## src/rtl/serial_link_flit_splitter.sv

```systemverilog
// Data-link TX stage: splits one wide protocol-layer payload into narrow flits,
// dropping trailing all-zero flits (at least one flit is always sent).
module serial_link_flit_splitter #(
    parameter  int PayloadWidth = 512,
    parameter  int FlitWidth    = 64,
    localparam int NumFlits     = (PayloadWidth + FlitWidth - 1) / FlitWidth,
    localparam int FlitIdxW     = (NumFlits > 1) ? $clog2(NumFlits) : 1
) (
    input  logic                    clk_i,
    input  logic                    rst_i,
    input  logic [PayloadWidth-1:0] payload_i,
    input  logic                    payload_valid_i,
    output logic                    payload_ready_o,
    output logic [FlitWidth-1:0]    flit_o,
    output logic                    flit_valid_o,
    input  logic                    flit_ready_i,
    output logic [FlitIdxW-1:0]     flit_idx_o,
    output logic                    flit_last_o,
    output logic                    busy_o
);

    localparam int ExtW = NumFlits * FlitWidth;

    typedef logic [NumFlits-1:0][FlitWidth-1:0] flit_vec_t;

    typedef enum logic {
        Idle = 1'b0,
        Send = 1'b1
    } state_e;

    state_e                state_q, state_d;
    flit_vec_t             payload_q;
    logic [FlitIdxW-1:0]   cnt_q;
    // Holds the packet length minus one, i.e. the index of the last flit to send.
    logic [FlitIdxW-1:0]   last_idx_q;

    logic [ExtW-1:0]       payload_wide;
    flit_vec_t             payload_ext;
    logic                  accept;
    logic                  advance;
    logic                  drain;
    logic                  is_last;

    assign payload_wide = ExtW'(payload_i);
    assign payload_ext  = payload_wide;

    function automatic logic [FlitIdxW-1:0] last_nonzero(input flit_vec_t f);
        last_nonzero = '0;
        for (int k = 0; k < NumFlits; k++) begin
            if (|f[k]) last_nonzero = FlitIdxW'(k);
        end
    endfunction

    assign is_last = (state_q == Send) && (cnt_q == last_idx_q);

    // NOTE: every variable written in always_comb gets a default first, so no
    // path through the case can leave it unassigned and infer a latch.
    always_comb begin
        state_d = state_q;
        accept  = 1'b0;
        advance = 1'b0;
        drain   = 1'b0;
        case (state_q)
            Idle: begin
                if (payload_valid_i) begin
                    accept  = 1'b1;
                    state_d = Send;
                end
            end
            Send: begin
                if (flit_ready_i) begin
                    if (!is_last) begin
                        advance = 1'b1;
                    end else if (payload_valid_i) begin
                        accept = 1'b1;
                    end else begin
                        drain   = 1'b1;
                        state_d = Idle;
                    end
                end
            end
            default: state_d = Idle;
        endcase
    end

    // NOTE: sequential state uses non-blocking assignments so every register
    // samples pre-edge values regardless of statement order.
    always_ff @(posedge clk_i or posedge rst_i) begin
        if (rst_i) begin
            state_q    <= Idle;
            // NOTE: the payload holding register is reset too, so flit_o shows
            // zero rather than X before the first packet.
            payload_q  <= '0;
            cnt_q      <= '0;
            last_idx_q <= '0;
        end else begin
            state_q <= state_d;
            if (accept) begin
                payload_q  <= payload_ext;
                last_idx_q <= last_nonzero(payload_ext);
                cnt_q      <= '0;
            end else if (advance) begin
                cnt_q <= cnt_q + 1'b1;
            end else if (drain) begin
                cnt_q <= '0;
            end
        end
    end

    // The back-to-back accept is the only output that looks at flit_ready_i.
    assign payload_ready_o = (state_q == Idle) || (is_last && flit_ready_i);
    assign flit_valid_o    = (state_q == Send);
    assign flit_o          = payload_q[cnt_q];
    assign flit_idx_o      = cnt_q;
    assign flit_last_o     = is_last;
    assign busy_o          = (state_q == Send);

endmodule

```

## config.mk

```make
export PLATFORM = sky130hd
export DESIGN_NAME = serial_link_flit_splitter
export DESIGN_NICKNAME = d
export VERILOG_FILES = /design/src/rtl/serial_link_flit_splitter.sv
export SDC_FILE = /design/constraint.sdc
export NUM_CORES = 1
export LEC_CHECK = 0
export ABC_AREA = 1
export CAP_MARGIN = 10
export CELL_PAD_IN_SITES_DETAIL_PLACEMENT = 0
export CELL_PAD_IN_SITES_GLOBAL_PLACEMENT = 1
export CORE_MARGIN = 4
export CORE_UTILIZATION = 40
export CTS_BUF_LIST = sky130_fd_sc_hd__clkbuf_2 sky130_fd_sc_hd__clkbuf_4 sky130_fd_sc_hd__clkbuf_8
export DETAILED_ROUTE_END_ITERATION = 16
export PLACE_DENSITY = 0.91
export SLEW_MARGIN = 20
export SYNTH_ARGS = -nofsm -noshare
export SYNTH_HDL_FRONTEND = slang
export SYNTH_SLANG_ARGS = --single-unit
```

## constraint.sdc

```tcl
create_clock -name clk_i -period 55.6 [get_ports clk_i]
set_input_delay 11.12 -clock clk_i [delete_from_list [all_inputs] [get_ports clk_i]]
set_output_delay 11.12 -clock clk_i [all_outputs]
set_load 0.005 [all_outputs]
```

==> key figures, run 1 <==
Status
  • Status: finished clean

Clocking
  • Post-CTS setup buffers: 0
  • Resized Gates After CTS: 0
  • Reg clk slew, reported paths: 0.06 ns
  • TritonCTS clock tree: built
  • Hold_buf cts: 0
  • Root Driver: clkbuf_8
  • Clock sinks: 519
  • H-tree depth: 3
  • Clock Path Buffers: 3
  • Clock Latency Late Sink: 0.69 ns
  • CTS Buf Count: 92

Die
  • Core area: 0.0630 mm2
  • Die W: 260 um
  • Rows: 92
  • # IOs: 587
  • Initial core utilization: 0.403
  • Die area: 0.0676 mm2
  • DIE HEIGHT: 260 um

Timing
  • Min Tclk post-route: 23.49 ns
  • Fin. max-slew vios: 0
  • Final hold slack: 0.473 ns
  • Max Clk Rate: 42.6 MHz
  • RSZ-0062 raised after global routing: no
  • Worst slew margin: 0.283
  • Final worst setup slack: 32.11 ns
  • Setup TNS: 0 ns
  • Final Skew: 0.0233 ns
  • Final setup fails: 0
  • Final hold violations: 0
  • Least-Margin Pin Slew: 1.08 ns
  • Crit share post-route: 0.423

Critical path
  • Data required, critical path: 44.48 ns
  • Worst Path Arrival: 12.37 ns
  • R2R depth: 11
  • Reg-to-reg endpoint: payload_q[6]
  • Worst setup EP type: output pin
  • Reg2reg start: flit_idx_o[1]
  • Max Fanout on Critical Path: 3
  • Worst R2R Setup Slack: 50.12 ns
  • Worst setup SP type: primary input
  • CP Class: in -> out

Synthesis
  • EDFF count, synth: 0
  • Net Count, Synth: 3865
  • Netlist cell types: 30
  • Synth async-reset ratio: 1.00
  • Top FF cell, synth: dfrtp_1
  • Sequential share of the synthesized area: 0.511
  • Synth warnings: 0
  • Avg Inst Size Synth: 7.59 um2
  • Synthesized netlist cell count: 3348
  • Top post-synthesis cells by area: dfrtp_1 (51%), nand2_1 (15%), o21ai_0 (7.3%), nor2_1 (5.6%), inv_1 (4.7%)
  • Synth top cells by count: nand2_1 (1036), dfrtp_1 (519), nor2_1 (381)
  • Mapped cell area: 0.0254 mm2
  • Post-synth top area share: 0.511
  • Most frequent cell after synthesis: nand2_1
  • Yosys reg bits: 519
  • Largest area contributor in the netlist: dfrtp_1

Cells and area
  • Fill count: 6044
  • FF+latch area: 0.0130 mm2
  • Share of cells above drive strength 1: 0.0502
  • Layout Nets: 4356
  • Area Growth Syn to Fin: 31.7%
  • Area of the multi-input gates: 0.0101 mm2

GRT
  • First-pass GRT wire length: 142 mm
  • Gr ovfl total: 0
  • Largest net degree at the start of global routing: 200
  • Vias in the first global route: 23200
  • Initial antenna violation count: 13
  • Total track usage: 0.275

Route
  • DR vias/cell: 5.16
  • DR WL/cell: 20.2 um
  • Antenna Nets Post-Route: 0
  • Pre-antenna DRT Iters: 8
  • Vias: 24600
  • DRC: 0
  • Initial DRC Count: 2615
  • Routed WL: 96.4 mm

Hold path
  • Hold endpoint: payload_q[442]
  • Hold Startpoint: payload_q[442]
  • HP Class: reg -> reg
  • WHS Path Cells: 2

Placement
  • HPWL Detailed: 68.5 mm
  • Setup slack at placement: 32.12 ns
  • Gpl congestion: 0.942
  • Port Buffer Count: 586

Job
  • Total of max-cap violations: 0

Power and ir drop
  • P_leak: 15.8 nW
  • Power Dens Cells: 54.3 mW/mm2
  • VDD IR max: 29.3 uV
[placed cells by master, fill, tap and decap left out, drive strengths merged]
cell	count
nand3	24
buf	23
and2	1
clkinv	10
clkinvlp	3
o211ai	29
a21oi	55
a31oi	64
ha	1
clkdlybuf4s50	586
o22ai	57
nor4	21
nand2	1038
diode	12
xnor2	4
clkbuf	140
bufinv	4
nor2	382
mux2i	1
o21ai	549
inv	327
nand4	39
dfrtp	519
nor3	28
[routing by layer]
| layer | track usage | up-vias | wire length, um |
|---|---|---|---|
| li1 | - | 11700 | - |
| met5 | 0 | - | 0 |
| met2 | 0.407 | 1068 | 42400 |
| met3 | 0.0586 | 152 | 8340 |
| met1 | 0.403 | 11600 | 42600 |
| met4 | 0.0895 | 0 | 3090 |
[cell type report]
class | instances | area share
clock inverter | 20 | 0.00689
clock buffer | 140 | 0.0526
sequential | 519 | 0.389
timing repair buffer | 609 | 0.181
multi-input combinational | 2293 | 0.301
tap | 846 | 0.0317
antenna | 12 | 0.000898
inverter | 324 | 0.0373
[report_power, final]
part           leakage, nW  switching, W  internal [W]
registers             6.46     0.0000934      0.000553
clock network         1.05      0.000166      0.000220
logic                 8.34      0.000477      0.000307
[logic make-up (layout without fill, tap and decap cells)]
kind of cell	Yosys count	in the layout	synth area share
XOR/XNOR	4	4	0.00197
other	0	12	0
flip-flops	519	519	0.511
adder cells (fa/ha/maj)	1	1	0.000493
multiplexers	1	1	0.000394
AND/OR/NAND/NOR	1533	1533	0.236
AO/OA/AOI/OAI	754	754	0.157
buffers and inverters	536	1093	0.0925
[how the worst max path moves through the flow]
stage,startpoint,cells after the start,endpoint
detailed placement,flit_ready_i,4,payload_ready_o
floorplan,rst_i,1,busy_o
global route,flit_ready_i,4,payload_ready_o
finish,flit_ready_i,4,payload_ready_o
CTS,flit_ready_i,4,payload_ready_o
global placement,flit_ready_i,4,payload_ready_o
[through the flow]
step            util  power [W]  std cells  instance area (um2)
6_report       0.531    0.00182       4763                33400
5_1_grt        0.531    0.00194       4760                33400
4_1_cts        0.531    0.00182       4751                33400
3_5_place_dp   0.499    0.00142       4591                31400
3_3_place_gp   0.499    0.00141       4591                31400
2_1_floorplan      -    0.00108       3348                25400
[state kept, by name, indices dropped and copies added, names as in the netlist]
| signal | cells |
|---|---|
| payload_q | 512 |
| flit_idx_o | 3 |
| last_idx_q | 3 |
| busy_o | 1 |
[worst max-delay path, stage by stage]
cell	delay, ns
clkdlybuf4s50_1	0.51
nand2_1	0.08
nand2_2	0.13
clkdlybuf4s50_1	0.53
Power figures use the tool's default switching activity.
==> run 2, diff against run 1 <==
--- a/config.mk
+++ b/config.mk
@@ -10,10 +10,10 @@
 export CELL_PAD_IN_SITES_DETAIL_PLACEMENT = 0
 export CELL_PAD_IN_SITES_GLOBAL_PLACEMENT = 1
 export CORE_MARGIN = 4
-export CORE_UTILIZATION = 40
+export CORE_UTILIZATION = 38
 export CTS_BUF_LIST = sky130_fd_sc_hd__clkbuf_2 sky130_fd_sc_hd__clkbuf_4 sky130_fd_sc_hd__clkbuf_8
 export DETAILED_ROUTE_END_ITERATION = 16
-export PLACE_DENSITY = 0.91
+export PLACE_DENSITY = 0.88
 export SLEW_MARGIN = 20
 export SYNTH_ARGS = -nofsm -noshare
 export SYNTH_HDL_FRONTEND = slang
==> constraint.sdc (replaced) <==
create_clock -name clk_i -period 22.7 [get_ports clk_i]
set_input_delay 4.54 -clock clk_i [delete_from_list [all_inputs] [get_ports clk_i]]
set_output_delay 4.54 -clock clk_i [all_outputs]
set_load 0.005 [all_outputs]
==> run 2 against run 1 <==
  * Cell count up 0.40%
  * Clock skew shrank 0.0018 ns
  * Non-clock buffer count fell by 3
  * Sequential power up 140%
  * Flip-flop and latch count unchanged
  * Largest power group unchanged
  * Final area about the same
==> key figures, run 2 (synthesis gave the netlist of run 1 again) <==
Placement
  • Gpl congestion: 0.881
  • Port Buffer Count: 586
  • HPWL Detailed: 69.2 mm
  • Inst Count DP: 4606

Timing
  • Least-Margin Pin Slew: 1.10 ns
  • Crit share post-route: 0.461
  • Min Tclk post-route: 10.47 ns
  • Setup TNS: 0 ns
  • Max Clk Rate: 95.5 MHz
  • Worst slew margin: 0.265
  • RSZ-0062 raised after global routing: no
  • Fin. max-slew vios: 0
  • Final hold violations: 0
  • Final setup fails: 0
  • Final Skew: 0.0216 ns

Cells and area
  • Fill count: 6410
  • Share of cells above drive strength 1: 0.0502
  • Most common library cell in the layout ignoring fill and taps: nand2_1
  • Max reg flops: 512
  • Most frequent cells in the layout: nand2_1 (1036), clkdlybuf4s50_1 (586), dfrtp_1 (517)
  • Non-filler cells, final: 4782
  • Area Growth Syn to Fin: 31.7%
  • Area of the multi-input gates: 0.0101 mm2
  • Layout Nets: 4353
  • FF+latch area: 0.0130 mm2
  • Top reg by flops: payload_q

Die
  • Rows: 94
  • Initial core utilization: 0.385
  • Core area: 0.0660 mm2
  • # IOs: 587
  • Die W: 267 um
  • Die area: 0.0710 mm2
  • DIE HEIGHT: 267 um

Clocking
  • Clock sinks: 519
  • TritonCTS clock tree: built
  • Clock Latency Late Sink: 0.68 ns
  • Resized Gates After CTS: 0
  • Hold_buf cts: 0
  • CTS Buf Count: 92
  • Root Driver: clkbuf_8
  • H-tree depth: 3
  • Reg clk slew, reported paths: 0.06 ns
  • Post-CTS setup buffers: 0
  • Clock Path Buffers: 3

Route
  • DR vias/cell: 5.15
  • Pre-antenna DRT Iters: 6
  • Antenna Nets Post-Route: 0
  • Initial DRC Count: 2570
  • DRC: 0
  • Vias: 24600
  • Routed WL: 98.0 mm
  • DR WL/cell: 20.5 um

Power and ir drop
  • Power Dens Cells: 133 mW/mm2
  • P_leak: 15.9 nW
  • Design Power: 0.00445 W
  • VDD IR max: 77.9 uV

Status
  • Status: finished clean

Critical path
  • Worst Path Arrival: 5.93 ns
  • Peak per-stage delay on the critical path: 0.56 ns
  • Critical Path, Cell by Cell: clkdlybuf4s50_1 -> nand2_1 -> nand2_2 -> clkdlybuf4s50_1
  • Data required, critical path: 18.16 ns
  • WP depth: 4
  • Reg-to-reg endpoint: payload_q[392]
  • CP endpoint: payload_ready_o
  • Crit-path slowest cell: clkdlybuf4s50_1
  • Worst setup SP type: primary input
  • Max Fanout on Critical Path: 3
  • Worst setup EP type: output pin
  • CP most frequent cell: clkdlybuf4s50_1
  • CP delay by family, top: buffers and inverters
  • R2R depth: 11
  • CP Class: in -> out
  • Worst R2R Setup Slack: 16.72 ns
  • Reg2reg start: flit_idx_o[0]
  • Buf/Inv on CP: 2
  • Crit path launch: flit_ready_i

GRT
  • Vias in the first global route: 23700
  • Initial antenna violation count: 18
  • Total track usage: 0.268
  • First-pass GRT wire length: 144 mm
  • Gr ovfl total: 0
  • Largest net degree at the start of global routing: 235

Job
  • Total of max-cap violations: 0

Hold path
  • HP Class: reg -> reg
-- run 2: cell count changes in the layout (fill, tap and decap cells not counted), sizes merged --
cell	previous run	this run
inv	327	326
clkinv	10	13
buf	23	20
clkbuf	140	145
clkinvlp	3	0
diode	12	13
bufinv	4	3
-- run 2: where the power goes --
part           switching, W  total (W)  internal [W]
clock              0.000409   0.000946      0.000537
sequential         0.000229    0.00158       0.00135
combinational       0.00117    0.00192      0.000751
-- run 2: per-stage QoR --
stage               hold WS [ns]   util  setup slack [ns]  instance area, um2
floorplan                  0.444      -              3.66               25400
global placement           0.457  0.476             12.23               31400
detailed placement         0.460  0.476             12.24               31400
CTS                        0.476  0.506             12.22               33400
global route               0.487  0.507             12.18               33400
finish                     0.473  0.507             12.23               33400
-- run 2: cell type report --
type / instances / share of cell area
clock inverter: 18 / 0.00535
timing repair buffer: 606 / 0.181
tap: 864 / 0.0323
antenna: 13 / 0.000973
clock buffer: 145 / 0.0539
multi-input combinational: 2293 / 0.301
inverter: 324 / 0.0373
sequential: 519 / 0.389
-- run 2: layer usage --
metal / vias to the layer above / part of all wire / global-route usage
li1: 11700 / - / -
met1: 11700 / 0.44 / 0.386
met2: 1007 / 0.44 / 0.399
met3: 190 / 0.084 / 0.0584
met4: 16 / 0.033 / 0.0967
met5: - / 0.00093 / 0
-- run 2: tightest hold or removal path, delay by kind of cell, from the launching register on --
family / cells / cell delay, ns
flip-flops: 1 / 0.33
AND/OR/NAND/NOR: 2 / 0.11
-- run 2: how the worst min path moves through the flow --
| stage | slack (ns) | cells after the start | to | start |
|---|---|---|---|---|
| finish | 0.47 | 2 | payload_q[36] | payload_q[36] |
| global route | 0.49 | 2 | payload_q[13] | payload_q[13] |
| CTS | 0.48 | 2 | payload_q[349] | payload_q[349] |
| detailed placement | 0.46 | 2 | payload_q[438] | payload_q[438] |
| global placement | 0.46 | 2 | payload_q[197] | payload_q[197] |
| floorplan | 0.44 | 2 | payload_q[127] | payload_q[127] |
